**src/rtl/mips_pc_pkg.sv**
```systemverilog
// Shared definitions for the fetch program-counter stage: reset address,
// next-PC source select and PC FSM states.
package mips_pc_pkg;

    localparam logic [31:0] RESET_PC_DEFAULT = 32'h0000_3000;

    typedef enum logic [1:0] {
        SEL_SEQ = 2'd0,
        SEL_BR  = 2'd1,
        SEL_J   = 2'd2,
        SEL_JR  = 2'd3
    } pc_sel_t;

    typedef enum logic {
        ST_RUN  = 1'b0,
        ST_HOLD = 1'b1
    } pc_state_t;

endpackage

```
**src/rtl/branch_target_adder.sv**
```systemverilog
// 32-bit branch target adder: pc_plus4_id + pre-shifted offset, wrapping mod 2^32.
module branch_target_adder (
    input  logic [31:0] pc_plus4_id,
    input  logic [31:0] branch_offset,
    output logic [31:0] target
);

    assign target = pc_plus4_id + branch_offset;

endmodule

```
**src/rtl/next_pc_unit.sv**
```systemverilog
// Fetch PC register with next-PC selection, stall-deferred redirects and
// one-cycle redirect / JR misalignment pulses.
module next_pc_unit
    import mips_pc_pkg::*;
#(
    parameter logic [31:0] RESET_PC = RESET_PC_DEFAULT
) (
    input  logic        clk,
    input  logic        reset_n,
    input  logic        stall,
    input  logic [31:0] pc_plus4_id,
    input  logic [31:0] branch_offset,
    input  logic        branch_taken,
    input  logic        jump,
    input  logic [25:0] jump_index,
    input  logic        jr,
    input  logic [31:0] jr_target,
    output logic [31:0] pc,
    output logic [31:0] pc_plus4,
    output logic        redirect,
    output logic        pending,
    output logic        addr_err
);

    pc_state_t   state;
    pc_sel_t     sel;
    logic        req;
    logic        req_err;
    logic [31:0] br_target;
    logic [31:0] target;
    logic [31:0] hold_tgt;
    logic        hold_err;
    logic [31:0] release_tgt;
    logic        release_err;

    branch_target_adder u_br_adder (
        .pc_plus4_id   (pc_plus4_id),
        .branch_offset (branch_offset),
        .target        (br_target)
    );

    always_comb begin
        sel = SEL_SEQ;
        if (jr)
            sel = SEL_JR;
        else if (jump)
            sel = SEL_J;
        else if (branch_taken)
            sel = SEL_BR;
    end

    assign req     = (sel != SEL_SEQ);
    assign req_err = (sel == SEL_JR) && (jr_target[1:0] != 2'b00);

    always_comb begin
        target = '0;
        case (sel)
            SEL_BR:  target = br_target;
            SEL_J:   target = {pc_plus4_id[31:28], jump_index, 2'b00};
            SEL_JR:  target = {jr_target[31:2], 2'b00};
            default: target = '0;
        endcase
    end

    // A new request arriving on the release cycle overrides the latched one.
    assign release_tgt = req ? target  : hold_tgt;
    assign release_err = req ? req_err : hold_err;

    assign pending = (state == ST_HOLD);

    always_ff @(posedge clk) begin
        if (!reset_n) begin
            state    <= ST_RUN;
            pc       <= RESET_PC;
            pc_plus4 <= RESET_PC + 32'd4;
            redirect <= 1'b0;
            addr_err <= 1'b0;
            hold_tgt <= '0;
            hold_err <= 1'b0;
        end else begin
            redirect <= 1'b0;
            addr_err <= 1'b0;
            case (state)
                ST_RUN: begin
                    if (!stall) begin
                        if (req) begin
                            pc       <= target;
                            pc_plus4 <= target + 32'd4;
                            redirect <= 1'b1;
                            addr_err <= req_err;
                        end else begin
                            pc       <= pc_plus4;
                            pc_plus4 <= pc_plus4 + 32'd4;
                        end
                    end else if (req) begin
                        hold_tgt <= target;
                        hold_err <= req_err;
                        state    <= ST_HOLD;
                    end
                end
                ST_HOLD: begin
                    if (stall) begin
                        if (req) begin
                            hold_tgt <= target;
                            hold_err <= req_err;
                        end
                    end else begin
                        pc       <= release_tgt;
                        pc_plus4 <= release_tgt + 32'd4;
                        redirect <= 1'b1;
                        addr_err <= release_err;
                        state    <= ST_RUN;
                    end
                end
                default: state <= ST_RUN;
            endcase
        end
    end

endmodule
```
**config.mk**
```make
export PLATFORM = sky130hd
export DESIGN_NAME = next_pc_unit
export DESIGN_NICKNAME = d
export VERILOG_FILES = /design/src/rtl/mips_pc_pkg.sv /design/src/rtl/branch_target_adder.sv /design/src/rtl/next_pc_unit.sv
export SDC_FILE = /design/constraint.sdc
export NUM_CORES = 1
export LEC_CHECK = 0
export BUFFER_PORTS_ARGS = -buffer_cell sky130_fd_sc_hd__buf_4
export CAP_MARGIN = 15
export CORE_UTILIZATION = 35
export CTS_CLUSTER_SIZE = 25
export DETAILED_ROUTE_END_ITERATION = 10
export SLEW_MARGIN = 5
export SYNTH_ARGS = -nofsm -noshare
export SYNTH_HDL_FRONTEND = slang
export SYNTH_SLANG_ARGS = --single-unit
```
**constraint.sdc**
```tcl
create_clock -name clk -period 12 [get_ports clk]
set_clock_uncertainty 0.05 [all_clocks]
set_input_delay 2.4 -clock clk [delete_from_list [all_inputs] [get_ports clk]]
set_output_delay 2.4 -clock clk [all_outputs]
set_load 0.05 [all_outputs]
```
==> results of run 1 <==
## cells in the final DEF (no fill, tap or decap), types with 19 or more instances in the layout
cell      Yosys  final
nand3_1      30     30
buf_4         3    203
nand2_1     106    106
o21ai_0      80     80
a211oi_1     26     26
mux2i_1      41     41
nor3_1       29     28
a21oi_1      88     88
ha_1         32     32
xnor2_1      19     19
nor2_1      108    107
dfxtp_1     100     99
## sequential cells by signal (all words and copies together), names as in the netlist
| name | count |
|---|---|
| addr_err | 1 |
| hold_err | 1 |
| hold_tgt | 32 |
| pc | 32 |
| pc_plus4 | 32 |
| pending | 1 |
| redirect | 1 |
## per-stage QoR
| step | setup WS, ns | utilization [%] | hold slack [ns] |
|---|---|---|---|
| after floorplan | 6.180 | - | 0.3820 |
| after global placement | 5.601 | 43.37 | 0.3889 |
| after detailed placement | 5.522 | 43.37 | 0.4019 |
| after CTS | 5.909 | 44.76 | 0.4108 |
| after global routing | 5.469 | 44.76 | 0.4302 |
| final | 5.871 | 44.76 | 0.4123 |
## worst max-delay path, cell delays in order
cell and delay, ns:
buf_4 0.08, ha_1 0.22, inv_1 0.08, fa_1 0.40, nor2b_1 0.25, o31ai_4 0.13, a211o_1 0.33, a2111oi_0 0.54
a211oi_1 0.21, o21bai_1 0.23, nor4_1 0.57, nand2_1 0.34, nor4_2 0.26, mux2i_1 0.21, nand3_1 0.08
## final cells by class
cell class,count,area (sq um)
inverter,15,56.30
tap,275,344.1
clock inverter,2,35.03
timing repair buffer,203,1524
fill,2178,11650
sequential,100,2003
multi-input combinational,816,5219
clock buffer,12,256.5
## worst paths after layout
kind / from / to / depth (start not counted)
worst max register to register: pending / pc_plus4[28] / 12
worst min-delay path: pc[4] / pc[4] / 2
worst max-delay path: pc_plus4_id[0] / pc_plus4[28] / 15
worst min register to register: pc[4] / pc[4] / 2
## logic make-up after synthesis
kind of cell               synth area share, %
and+or+nand+nor                          21.85
DFF                                      26.48
muxes                                    6.471
buffers and inverters                    4.684
xor gates and xnor gates                 4.171
adders and majority gates                5.561
AOI/OAI and AO/OA                        30.78
## routing by layer
metal / global-route usage [%] / up-vias / routed length (um)
met5: 0 / - / 0
met4: 9.796 / 0 / 1047
met3: 3.700 / 53 / 1850
met2: 39.47 / 306 / 12210
met1: 30.01 / 3727 / 11090
li1: - / 3979 / -
## power breakdown
group | total [mW] | internal [mW] | switching (mW)
Clock | 0.295 | 0.171 | 0.125
Sequential | 0.376 | 0.358 | 0.0185
Combinational | 0.389 | 0.143 | 0.246
Total | 1.06 | 0.672 | 0.389
==> results.py, run 1 <==
metrics = {
    "sta": {
        "hold_viol": 0,
        "period_share_pct": 51.08,
        "fmax_ghz": 0.1631,
        "fin_crit_ns": 6.129,
        "rsz0062_at_grt": "no",
        "fin_setup_tns_ns": 0,
        "worst_slew_pin_slew_ns": 0.8485,
        "slew_headroom_pct": 43.43,
        "setup_violations": 0,
        "drv_slew": 0,
    },
    "routing": {
        "drt_iter0_drc": 484,
        "drc": 0,
        "totalWireLength_um": 26200,
        "post_drt_wl_per_cell_um": 18.41,
        "antenna_left": 0,
        "vias_per_cell": 5.668,
        "vias": 8065,
        "drt_first_pass_iters": 5,
    },
    "setup_path": {
        "critPathArrivalTime_ns": 6.31,
        "rrSetupSlack_ns": 8.31,
        "worstPathRequired_ns": 12.18,
        "endpoint_kind": "flop",
        "path_class": "in2reg",
        "start_kind": "input port",
        "crit_fanout": 7,
    },
    "placement": {
        "placed_area_sq_um": 9146,
        "port_buffers": 194,
        "place.gp.congestion": 0.8816,
        "placed_cells": 1409,
        "hpwl_um": 19820,
    },
    "clock_tree": {
        "root_buffer": "clkbuf_16",
        "cts_sinks": 100,
        "cts.path.max_buffers": 2,
        "postCtsSetupRepairBufs": 0,
        "tritoncts": "yes",
        "clkTransAtPathRegs_ns": 0.06,
        "ctsHtreeMaxLevel": 3,
        "clock_latency_ns": 0.35,
        "cts_resized": 0,
        "cts_buffers": 9,
        "hold_buffers": 0,
    },
    "finish": {
        "finalNetCount": 1306,
        "drive_gt1_share_pct": 22.04,
        "diodes": 0,
        "fin_area_sq_um": 9438,
        "syn_to_final_growth_pct": 24.84,
        "stdcell_count": 1423,
    },
    "power_and_ir_drop": {
        "vdd_drop_max_mv": 0.06873,
        "cellPowerDensity_nw_per_um2": 112.3,
        "totalPowerFinal_mw": 1.060,
        "leakage_nw": 3.920,
    },
    "synthesis": {
        "syn_nets": 1162,
        "ys_top_cells_by_area": "dfxtp_1 (26%), a21oi_1 (5.8%), mux2i_1 (5.4%)",
        "yosysTopAreaCell": "dfxtp_1",
        "yosysSeqAreaShare_pct": 26.48,
        "synth.most_common_cell": "nor2_1",
        "netlist_area_sq_um": 7560,
        "synth_edf_count": 0,
        "ys_ff_latch": 100,
        "synth_cell_types": 77,
        "yosysWarnings": 0,
        "syn_area_per_cell_sq_um": 7.552,
        "netlist_top_cells_count": "nor2_1 (108), nand2_1 (106), dfxtp_1 (100), a21oi_1 (88), o21ai_0 (80)",
        "ys.flop_type": "dfxtp_1",
        "synth_cells": 1001,
        "synth_top_area_share_pct": 26.48,
        "synthArstFlopShare_pct": 0,
    },
    "job": {
        "drv_cap": 0,
    },
    "grt": {
        "grt_pass1_vias": 7660,
        "grt_overflow": 0,
        "grt_pass1_wl_um": 40880,
        "track_usage_pct": 23.59,
        "grt_max_degree": 71,
        "antenna_found_initial": 0,
    },
    "hold_path": {
        "hp-class": "reg2reg",
    },
    "die": {
        "fp-row-count": 53,
        "initial_core_util_pct": 35.85,
        "die_area_sq_um": 22190,
        "ios": 195,
        "die_w_um": 149.0,
        "core_area_sq_um": 21090,
        "die_y_um": 149.0,
    },
    "run_status": {
        "outcome": "finished clean",
    },
}
No activity file was read; power rests on OpenSTA's default activity.
==> run 2: changes to the inputs <==
==> constraint.sdc (replaced) <==
create_clock -name clk -period 5.1 [get_ports clk]
set_clock_uncertainty 0.05 [all_clocks]
set_input_delay 1.02 -clock clk [delete_from_list [all_inputs] [get_ports clk]]
set_output_delay 1.02 -clock clk [all_outputs]
set_load 0.05 [all_outputs]
==> run 2 against run 1 <==
  * First-iteration DRC count is 15% higher
  * Combinational power increased by 140%
  * Non-clock buffer count up 16
  * Routed wire length up 1.2%
  * Count of clock-buffer cells in the layout did not move
  * Sequential share of layout area fell by 0.31 points
  * Highest routed layer unchanged
==> results.py, run 2 (same netlist as run 1, synthesis figures left out) <==
metrics = {
    "run_status": {
        "outcome": "finished clean",
    },
    "job": {
        "drv_cap": 0,
    },
    "die": {
        "fp-row-count": 53,
        "die_area_sq_um": 22190,
        "ios": 195,
        "initial_core_util_pct": 35.85,
        "die_y_um": 149.0,
        "core_area_sq_um": 21090,
        "die_w_um": 149.0,
    },
    "clock_tree": {
        "cts_resized": 0,
        "root_buffer": "clkbuf_16",
        "cts.path.max_buffers": 2,
        "cts_buffers": 9,
        "cts_sinks": 100,
        "ctsHtreeMaxLevel": 3,
        "postCtsSetupRepairBufs": 0,
        "tritoncts": "yes",
        "clock_latency_ns": 0.34,
        "clkTransAtPathRegs_ns": 0.07,
        "hold_buffers": 0,
    },
    "routing": {
        "totalWireLength_um": 26530,
        "vias_per_cell": 5.674,
        "drc": 0,
        "vias": 8171,
        "post_drt_wl_per_cell_um": 18.42,
        "drt_first_pass_iters": 5,
        "drt_iter0_drc": 558,
        "antenna_left": 0,
    },
    "power_and_ir_drop": {
        "p_sw_mw": 0.9242,
        "p_sw_share_pct": 36.51,
        "pwr-share-comb_pct": 36.4,
        "leakage_nw": 4.009,
        "vdd_drop_max_mv": 0.1517,
        "p_seq_share_pct": 35.2,
        "intPower_mw": 1.607,
        "pwr-share-clk_pct": 28.4,
        "cellPowerDensity_nw_per_um2": 264.3,
    },
    "placement": {
        "place.gp.congestion": 0.8995,
        "port_buffers": 194,
        "hpwl_um": 20330,
    },
    "setup_path": {
        "rr_endpoint": "pc_plus4[29]",
        "cp.depth": 15,
        "critPathArrivalTime_ns": 4.75,
        "critPathBufInv": 2,
        "slowest_stage": "or4b_1",
        "rrSetupSlack_ns": 1.58,
        "start_kind": "input port",
        "crit_fanout": 6,
        "path_class": "in2reg",
        "worstPathRequired_ns": 5.28,
        "path_delay_family": "simple AND/OR/NAND/NOR gates",
        "rr_worst_depth": 13,
        "endpoint_kind": "flop",
        "path_cells": "buf_4, ha_1, inv_1, fa_1, nor2b_1, o31ai_4, a2111oi_4, nor2_2, o41ai_2, xnor2_1, a21oi_4, or4b_1, nor4_2, mux2i_1, nand3_1",
        "crit_path_max_incr_delay_ns": 0.63,
        "r2r_start": "pending",
    },
    "finish": {
        "diodes": 0,
        "reg_top3": "hold_tgt x32, pc x32, pc_plus4 x32",
        "finalNetCount": 1322,
        "syn_to_final_growth_pct": 26.68,
        "final_util_pct": 45.41,
        "layout_commonest_cell": "buf_4",
        "drive_gt1_share_pct": 23.26,
        "mostFrequentLayoutCells": "buf_4 (219), nor2_1 (107), nand2_1 (106)",
    },
    "sta": {
        "rsz0062_at_grt": "no",
        "setup_violations": 0,
        "fmax_ghz": 0.2188,
        "fin_setup_tns_ns": 0,
        "hold_viol": 0,
        "drv_slew": 0,
        "fin_crit_ns": 4.571,
        "worst_slew_pin_slew_ns": 0.7523,
        "slew_headroom_pct": 48.55,
        "period_share_pct": 89.62,
    },
    "grt": {
        "antenna_found_initial": 0,
        "grt_pass1_vias": 7628,
        "track_usage_pct": 23.78,
        "grt_overflow": 0,
        "grt_max_degree": 54,
        "grt_pass1_wl_um": 41110,
    },
    "hold_path": {
        "worstHoldStart": "hold_tgt[1]",
        "hold_depth": 2,
        "hp-class": "reg2reg",
        "hold_path_end": "hold_tgt[1]",
    },
}
## run 2: changes by cell type in the layout (fill, tap and decap cells not counted), sizes merged
cell / delta
buf: +16
inv: +1
## run 2: cell type report
type	count	area, sq um
clock buffer	12	266.5
sequential	100	2003
inverter	15	56.30
multi-input combinational	816	5219
clock inverter	3	43.79
fill	2189	11510
timing repair buffer	219	1644
tap	275	344.1
## run 2: worst max-delay path by stage
stage / startpoint / end / slack (ns)
floorplan: pc_plus4_id[0] / pc_plus4[28] / 0.66
global placement: pc_plus4_id[0] / pc_plus4[28] / 0.23
detailed placement: pc_plus4_id[0] / pc_plus4[28] / 0.17
CTS: pc_plus4_id[0] / pc_plus4[28] / 0.52
global route: pc_plus4_id[0] / pc_plus4[28] / 0.26
finish: pc_plus4_id[0] / pc_plus4[28] / 0.53
## run 2: stage by stage
step	setup WS, ns	instances	area, sq um	hold WS [ns]	power [mW]
floorplan	0.6598	1001	7560	0.3820	1.511
global placement	0.2255	1425	9266	0.3919	1.819
detailed placement	0.1682	1425	9266	0.3981	1.825
CTS	0.5216	1440	9577	0.4075	2.544
global route	0.2584	1440	9577	0.4241	2.657
finish	0.5291	1440	9577	0.4064	2.531
## run 2: power by group through the flow
| stage | Sequential [mW] | Combinational, mW | Clock (mW) |
|---|---|---|---|
| after detailed placement | 0.909 | 0.916 | 0 |
| after global placement | 0.909 | 0.910 | 0 |
| after CTS | 0.891 | 0.920 | 0.732 |
| after global routing | 0.897 | 0.997 | 0.763 |
| after floorplan | 1.03 | 0.483 | 0 |
| final | 0.892 | 0.921 | 0.719 |
## run 2: worst register-to-register path, stage by stage (launching register included)
cell	delay [ns]
dfxtp_2	0.79
buf_4	0.42
mux2i_1	0.14
nand2_1	0.07
o21ai_0	0.10
o21ai_0	0.10
mux2_2	0.25
o21ai_0	0.24
nor4_1	0.44
buf_4	0.20
nand3b_1	0.11
nor3_4	0.23
a211oi_1	0.10
nand3b_1	0.18
## run 2: routing by layer
layer / routed length, um / track usage (%)
met5: 0 / 0
met2: 12870 / 41.14
met4: 699 / 7.551
met3: 1821 / 3.670
met1: 11140 / 30.06
==> run 3: changes to the inputs <==
--- a/config.mk
+++ b/config.mk
@@ -10,6 +10,7 @@
 export CORE_UTILIZATION = 35
 export CTS_CLUSTER_SIZE = 25
 export DETAILED_ROUTE_END_ITERATION = 10
+export PLACE_DENSITY = 0.56
 export SLEW_MARGIN = 5
 export SYNTH_ARGS = -nofsm -noshare
 export SYNTH_HDL_FRONTEND = slang
==> run 3 against run 2 <==
  * Sequential share of layout area about the same
  * Via count about the same
  * Maximum frequency decreased by 0.98%
  * Setup slack got worse by 0.045 ns
  * Largest cell class unchanged
  * Sequential cell count unchanged
  * Critical endpoint is now pc_plus4[29]
  * Sequential power about the same
  * Core utilization about the same
  * Global-route usage increased by 0.13 points
  * Largest power group unchanged
  * Cell count increased by 0.35%
  * Highest routed layer unchanged
  * Clock power decreased by 8.2%
  * Register-to-register slack got worse by 0.02 ns
  * Count of clock-buffer cells in the layout unchanged
==> results.py, run 3 (same netlist as run 1, synthesis figures left out) <==
metrics = {
    "grt": {
        "grt_max_degree": 54,
        "grt_overflow": 0,
        "track_usage_pct": 23.91,
        "grt_pass1_vias": 7380,
        "antenna_found_initial": 0,
        "grt_pass1_wl_um": 40920,
    },
    "sta": {
        "rsz0062_at_grt": "no",
        "hold_viol": 0,
        "worst_slew_pin_slew_ns": 1.041,
        "slew_headroom_pct": 30.28,
        "fin_crit_ns": 4.616,
        "period_share_pct": 90.51,
        "drv_slew": 0,
        "fin_setup_tns_ns": 0,
        "fmax_ghz": 0.2166,
        "setup_violations": 0,
    },
    "routing": {
        "antenna_left": 0,
        "drt_first_pass_iters": 4,
        "vias_per_cell": 5.654,
        "vias": 8170,
        "totalWireLength_um": 27240,
        "drc": 0,
        "drt_iter0_drc": 449,
        "post_drt_wl_per_cell_um": 18.85,
    },
    "clock_tree": {
        "hold_buffers": 0,
        "postCtsSetupRepairBufs": 0,
        "cts_buffers": 9,
        "cts_sinks": 100,
        "ctsHtreeMaxLevel": 3,
        "tritoncts": "yes",
        "cts.path.max_buffers": 2,
        "clock_latency_ns": 0.35,
        "cts_resized": 0,
        "root_buffer": "clkbuf_16",
        "clkTransAtPathRegs_ns": 0.07,
    },
    "setup_path": {
        "critPathBufInv": 2,
        "slowest_stage": "or4b_1",
        "start_kind": "input port",
        "path_cells": "buf_4, ha_1, inv_1, fa_1, nor2b_1, o31ai_4, a2111oi_4, nor2_2, o41ai_2, xnor2_1, a21oi_4, or4b_1, nor3_4, a211oi_1, nand3b_1",
        "crit_path_max_incr_delay_ns": 0.63,
        "path_class": "in2reg",
        "crit_fanout": 6,
        "endpoint_kind": "flop",
        "worstPathRequired_ns": 5.28,
        "critPathArrivalTime_ns": 4.80,
        "path_delay_family": "simple AND/OR/NAND/NOR gates",
    },
    "finish": {
        "layout_commonest_cell": "buf_4",
        "syn_to_final_growth_pct": 26.76,
        "multiInputGateArea_sq_um": 5219,
        "n_fill_cell": 2202,
        "fin_area_sq_um": 9583,
        "finalNetCount": 1327,
        "reg_top3": "hold_tgt x32, pc x32, pc_plus4 x32",
        "ff_latch_area_sq_um": 2003,
        "mostFrequentLayoutCells": "buf_4 (224), nor2_1 (107), nand2_1 (106)",
        "diodes": 0,
        "drive_gt1_share_pct": 23.50,
        "stdcell_count": 1445,
    },
    "power_and_ir_drop": {
        "pwr-share-comb_pct": 37.5,
        "p_sw_mw": 0.9332,
        "pwr-share-clk_pct": 26.6,
        "leakage_nw": 4.017,
        "cellPowerDensity_nw_per_um2": 259.0,
        "vdd_drop_max_mv": 0.1471,
        "p_sw_share_pct": 37.60,
        "p_seq_share_pct": 35.9,
        "intPower_mw": 1.549,
    },
    "placement": {
        "hpwl_um": 20630,
        "place.gp.congestion": 0.8639,
        "placed_cells": 1430,
        "placed_area_sq_um": 9304,
        "port_buffers": 194,
    },
    "die": {
        "die_y_um": 149.0,
        "initial_core_util_pct": 35.85,
        "ios": 195,
        "die_w_um": 149.0,
        "die_area_sq_um": 22190,
        "core_area_sq_um": 21090,
        "fp-row-count": 53,
    },
    "job": {
        "drv_cap": 0,
    },
    "run_status": {
        "outcome": "finished clean",
    },
    "hold_path": {
        "hp-class": "reg2reg",
    },
}
[run 3: cell types whose count changed in the layout (fill, tap and decap cells not counted), sizes merged]
cell | before | now
clkinv | 1 | 3
bufinv | 1 | 0
buf | 219 | 224
inv | 16 | 15
[run 3: final timing paths]
path / startpoint / to / cells after the start / slack, ns
setup / recovery: pc_plus4_id[0] / pc_plus4[29] / 15 / 0.48
hold / removal: hold_tgt[1] / hold_tgt[1] / 2 / 0.41
setup reg to reg: pending / pc_plus4[29] / 11 / 1.56
hold reg to reg: hold_tgt[1] / hold_tgt[1] / 2 / 0.41
[run 3: metrics by stage]
step	setup WS, ns	power [mW]	utilization, %	hold slack, ns
floorplan	0.6598	1.511	-	0.3820
global placement	0.2315	1.830	44.12	0.3913
detailed placement	0.1816	1.833	44.12	0.3936
CTS	0.5403	2.495	45.44	0.4035
global route	0.3064	2.611	45.44	0.4269
finish	0.4838	2.482	45.44	0.4054
[run 3: power groups by stage]
stage / sequential, mW / clock, mW / combinational (mW)
after global routing: 0.898 / 0.709 / 1.00
after global placement: 0.909 / 0 / 0.920
after detailed placement: 0.909 / 0 / 0.924
after CTS: 0.891 / 0.675 / 0.928
final: 0.892 / 0.660 / 0.930
after floorplan: 1.03 / 0 / 0.483
[run 3: cell type report]
cell class | instances | share of cell area (%)
multi-input cells | 816 | 54.46
flip-flops and latches | 100 | 20.90
inverters | 15 | 0.5875
clock buffers | 12 | 2.677
repair buffers | 224 | 17.55
clock inverters | 3 | 0.2350
well taps | 275 | 3.591
[run 3: worst reg2reg max path: cells and delay by family, from the launching register on]
family,cells,cell delay (ns)
and+or+nand+nor,4,0.97
DFF,1,0.76
buffers and inverters,2,0.62
AOI/OAI and AO/OA,3,0.62
muxes,2,0.42
[run 3: routing by layer]
layer / vias to the layer above / part of all wire (%) / GRT usage, %
li1: 4043 / - / -
met1: 3809 / 44 / 31.40
met2: 287 / 47 / 39.98
met3: 31 / 6.5 / 3.486
met4: 0 / 2.5 / 7.806
met5: - / 0 / 0
